`config.mk`:
```
export PLATFORM = sky130hd
export DESIGN_NAME = fifo_write_arbiter
export DESIGN_NICKNAME = d
export VERILOG_FILES = /design/src/rtl/fifo_write_arbiter.sv
export SDC_FILE = /design/constraint.sdc
export NUM_CORES = 1
export LEC_CHECK = 0
export BUFFER_PORTS_ARGS = -buffer_cell sky130_fd_sc_hd__clkbuf_2
export CORE_MARGIN = 4
export CORE_UTILIZATION = 44
export DETAILED_ROUTE_END_ITERATION = 12
export GPL_TIMING_DRIVEN = 0
export PLACE_DENSITY = 0.88
export SLEW_MARGIN = 20
export SYNTH_ARGS = -nofsm -noshare
export SYNTH_HDL_FRONTEND = slang
export SYNTH_SLANG_ARGS = --single-unit
```
`constraint.sdc`:
```
create_clock -name Clk_In -period 3 [get_ports Clk_In]
set_input_delay 0.15 -clock Clk_In [delete_from_list [all_inputs] [get_ports Clk_In]]
set_output_delay 0.15 -clock Clk_In [all_outputs]
set_load 0.02 [all_outputs]
```
`src/rtl/fifo_write_arbiter.sv`:
```
// Round-robin arbiter funnelling NUM_REQ word streams into one FIFO write port, up to MAX_BURST words per grant.
// One cycle valid-to-grant; a full FIFO stalls the burst without timeout, and a dropped valid ends it.
module fifo_write_arbiter #(
    parameter int NUM_REQ    = 4,
    parameter int DATA_WIDTH = 32,
    parameter int MAX_BURST  = 4
) (
    input  logic                          Clk_In,
    input  logic                          Reset_In,
    input  logic [NUM_REQ-1:0]            Req_Valid_In,
    input  logic [NUM_REQ*DATA_WIDTH-1:0] Req_Data_In,
    output logic [NUM_REQ-1:0]            Req_Ready_Out,
    output logic [DATA_WIDTH-1:0]         FIFO_Data_Out,
    output logic                          FIFO_Write_Enable_Out,
    input  logic                          FIFO_Full_In,
    output logic [NUM_REQ-1:0]            Grant_Out,
    output logic                          Busy_Out,
    output logic [15:0]                   Write_Count_Out
);

    localparam int IDXW = (NUM_REQ > 1) ? $clog2(NUM_REQ) : 1;
    localparam int CNTW = $clog2(MAX_BURST + 1);

    typedef enum logic {IDLE, BURST} state_t;

    state_t              state_q, state_d;
    logic [IDXW-1:0]     gidx_q, gidx_d;
    logic [NUM_REQ-1:0]  grant_q, grant_d;
    logic [IDXW-1:0]     ptr_q, ptr_d;
    logic [CNTW-1:0]     cnt_q, cnt_d;
    logic [15:0]         wcnt_q, wcnt_d;

    logic                found;
    logic [IDXW-1:0]     sel;
    logic [IDXW:0]       idx;
    logic                g_vld;
    logic                xfer;

    // Search upward from the pointer; one extra index bit absorbs the wrap.
    always_comb begin
        found = 1'b0;
        sel   = '0;
        idx   = '0;
        for (int k = 0; k < NUM_REQ; k++) begin
            idx = {1'b0, ptr_q} + (IDXW+1)'(k);
            if (idx >= (IDXW+1)'(NUM_REQ)) begin
                idx = idx - (IDXW+1)'(NUM_REQ);
            end
            if (!found && Req_Valid_In[idx[IDXW-1:0]]) begin
                found = 1'b1;
                sel   = idx[IDXW-1:0];
            end
        end
    end

    always_comb begin
        g_vld                 = Req_Valid_In[gidx_q];
        xfer                  = (state_q == BURST) && g_vld && !FIFO_Full_In;
        FIFO_Write_Enable_Out = xfer;
        Req_Ready_Out         = '0;
        FIFO_Data_Out         = '0;
        if (state_q == BURST) begin
            if (!FIFO_Full_In) begin
                Req_Ready_Out = grant_q;
            end
            for (int i = 0; i < NUM_REQ; i++) begin
                if (gidx_q == IDXW'(i)) begin
                    FIFO_Data_Out = Req_Data_In[i*DATA_WIDTH +: DATA_WIDTH];
                end
            end
        end
        Grant_Out       = grant_q;
        Busy_Out        = (state_q == BURST);
        Write_Count_Out = wcnt_q;
    end

    always_comb begin
        state_d = state_q;
        gidx_d  = gidx_q;
        grant_d = grant_q;
        ptr_d   = ptr_q;
        cnt_d   = cnt_q;
        wcnt_d  = wcnt_q;
        case (state_q)
            IDLE: begin
                if (found) begin
                    state_d = BURST;
                    gidx_d  = sel;
                    grant_d = NUM_REQ'(1) << sel;
                    cnt_d   = '0;
                end
            end
            BURST: begin
                if (xfer) begin
                    cnt_d  = cnt_q + 1'b1;
                    wcnt_d = wcnt_q + 16'd1;
                end
                if ((xfer && cnt_q == CNTW'(MAX_BURST - 1)) || !g_vld) begin
                    state_d = IDLE;
                    grant_d = '0;
                    ptr_d   = (gidx_q == IDXW'(NUM_REQ - 1)) ? '0 : gidx_q + 1'b1;
                end
            end
            default: state_d = IDLE;
        endcase
    end

    always_ff @(posedge Clk_In or posedge Reset_In) begin
        if (Reset_In) begin
            state_q <= IDLE;
            gidx_q  <= '0;
            grant_q <= '0;
            ptr_q   <= '0;
            cnt_q   <= '0;
            wcnt_q  <= '0;
        end else begin
            state_q <= state_d;
            gidx_q  <= gidx_d;
            grant_q <= grant_d;
            ptr_q   <= ptr_d;
            cnt_q   <= cnt_d;
            wcnt_q  <= wcnt_d;
        end
    end

endmodule

```
==> results.toml <==
[cells_and_area]
final_cell_mix = "clkbuf_2, nand2_1, a21oi_1, o21ai_0, nand3b_1"
antenna_cells = 0
final_common_cell = "clkbuf_2"
drive_gt1_share_pct = 38.0
area_delta_synth_final_pct = 43.6
fin_nets = 691
fill_cells = 516

[die]
die_y_microns = 83.5
die-width_microns = 83.5
num_rows = 27
boundaryPins = 193
core_region_area_sq_um = 5510
initial_core_util_pct = 45.5
die_area_sq_um = 6970

[clock_tree]
clkTransAtPathRegs_ns = 0.09
cts_root_buf = "clkbuf_8"
hold_buffers = 0
htree_levels = 1
clk_path_buf_depth = 2
numCtsBuffers = 3
clk_latency_ns = 0.29
cts_tree = "done"
cts.sinks = 28
post_cts_resized = 0
cts_setup_buffers = 0

[sta]
maxSlewViolCount = 0
hold_viol = 28
fin_ws_ns = 0.408
holdWs_ns = -0.0559
fmax_ghz = 0.386
tightest_slew_ns = 0.984
tns_ns = 0
relSlewSlack_pct = 34.0
skew_ns = 0.00574
layout_min_cycle_time_ns = 2.59
rsz0062_at_grt = "no"
timing.final.crit_share_pct = 86.4
setup_viol = 0

[setup_path]
cp.arrival_ns = 2.44
path_max_fanout = 10
start_kind = "flop"
cp-end-kind = "output port"
critPathKind = "flop to output port"
worstPathRequired_ns = 2.85

[synthesis]
synth.area.mux_share_pct = 2.15
netlist_instances = 352
synth_xor_area_share_pct = 5.24
ys_top_cells_by_area = "dfrtp_1, a21oi_1, nand2_1"
synth_top_family_by_area = "simple AND/OR/NAND/NOR gates"
yosys_most_used_dff = "dfrtp_1"
synth_edf_count = 0
synth-seq-cells = 28
ys_types = 39
syn_area_per_cell_sq_um = 7.12
syn_area_sq_um = 2510
syn_nets = 494
yosys_warnings = 0
synthSimpleGateAreaFrac_pct = 30.6
synthAdderAreaFrac_pct = 3.49
async_flop_share_pct = 100
yosysSeqAreaShare_pct = 27.9
synth_top_area_share_pct = 27.9
synth_compound_area_share_pct = 24.7
synth_top_area_cell = "dfrtp_1"

[detailed_routing]
route.detailed.drc = 0
vias = 3306
wl_microns = 9560
drtIter0Drc = 176
drt_pre_antenna_iters = 4
vias_per_cell = 5.34
routedWlPerCell_microns = 15.4
ant_nets = 0

[grt]
grt_pass1_wl_microns = 15000
track_usage_pct = 25.6
grt.overflow.total = 0
grt_max_degree = 29
antenna_found_initial = 0
grt_pass1_vias = 3279

[job]
drv_cap = 0

[power_and_ir_drop]
power.density_nw_per_um2 = 901
power_leakage_uw = 0.00180
ir_drop_mv = 0.705

[placement]
gp_congestion = 0.931
place_hpwl_microns = 7670
place_ws_ns = 0.730
port_buffers = 192

[status]
status = "complete, but fails checks"
violations = "hold timing"

[hold_path]
hold_path.class = "primary input to asynchronous set/reset pin"
registers in the layout, summed over array words and instances, names as in the netlist:
signal	flops
Grant_Out	4
Write_Count_Out	16
ptr_q	2
gidx_q	2
cnt_q	3
Busy_Out	1
critical path, stage by stage, from the launching register on:
cell	delay, ns
dfrtp_1	0.45
inv_1	0.11
ha_1	0.14
clkbuf_1	0.29
clkbuf_1	0.41
nand2_1	0.10
a21oi_1	0.14
a21oi_1	0.05
o21ai_0	0.24
clkbuf_2	0.22
layer usage:
metal  wire, microns  vias to the layer above  track usage [%]
met3             770                       24             3.85
met2            4740                      160             47.3
met1            3820                     1519             30.6
met5               0                        -                0
met4             231                        0             7.31
li1                -                     1603                -
power breakdown:
group / internal [uW] / leakage [uW] / switching [uW]
clock: 90.7 / 0.0000216 / 119
sequential: 482 / 0.000371 / 112
combinational: 862 / 0.00140 / 1580
total: 1440 / 0.00180 / 1810
synth_stat cells, types with 2 or more instances:
master,n
inv_1,7
nor2_1,4
nand2_1,83
nor2b_1,3
nand3b_1,32
ha_1,7
a32o_1,2
buf_1,4
a21oi_1,66
o21ai_0,37
nand2b_1,2
dfrtp_1,28
and2_1,6
clkbuf_1,21
xnor2_1,14
mux2i_1,2
nand4_1,3
nand3_1,4
nand3_2,3
o32ai_1,2
and3_1,3
buf_6,2
logic make-up after synthesis:
logic type | Yosys count
AO/OA/AOI/OAI | 114
XOR/XNOR | 15
adder cells (fa/ha/maj) | 7
buffers and inverters | 35
flip-flops | 28
multiplexers | 4
AND/OR/NAND/NOR | 149
path summary, 6_finish.rpt:
check                                                     start                               to  slack, ns  cells after the start
worst max-delay path                      gidx_q[1]$_DFFE_PP0P_                FIFO_Data_Out[25]       0.41                      9
worst min-delay path                                   Reset_In   Write_Count_Out[0]$_DFFE_PP0P_      -0.06                      2
worst max register to register            gidx_q[0]$_DFFE_PP0P_             ptr_q[1]$_DFFE_PP0P_       1.16                      3
worst min register to register  Write_Count_Out[15]$_DFFE_PP0P_  Write_Count_Out[15]$_DFFE_PP0P_       0.48                      1
max in group asynchronous                              Reset_In   Write_Count_Out[2]$_DFFE_PP0P_       2.60                      2
min in group Clk_In                                FIFO_Full_In   Write_Count_Out[0]$_DFFE_PP0P_       0.30                      4
metrics by stage:
stage	std cells	utilization [%]	hold slack, ns	power, uW	area (sq um)
6_report	619	65.4	-0.0559	3240	3600
5_1_grt	619	65.4	0.00745	3490	3600
4_1_cts	619	65.4	0.133	3230	3600
3_5_place_dp	616	64.6	0.438	3020	3560
3_3_place_gp	616	64.6	0.411	2960	3560
2_1_floorplan	352	-	0.215	2230	2510
area by class of cell:
type | count | area, sq um | area share (%)
sequential | 28 | 701 | 19.5
multi-input combinational | 289 | 1660 | 46.1
tap | 72 | 90.1 | 2.50
inverter | 7 | 26.3 | 0.730
buffer | 28 | 121 | 3.37
timing repair buffer | 192 | 961 | 26.7
clock buffer | 3 | 41.3 | 1.15
Note: power is estimated with default switching activity, not from simulation.
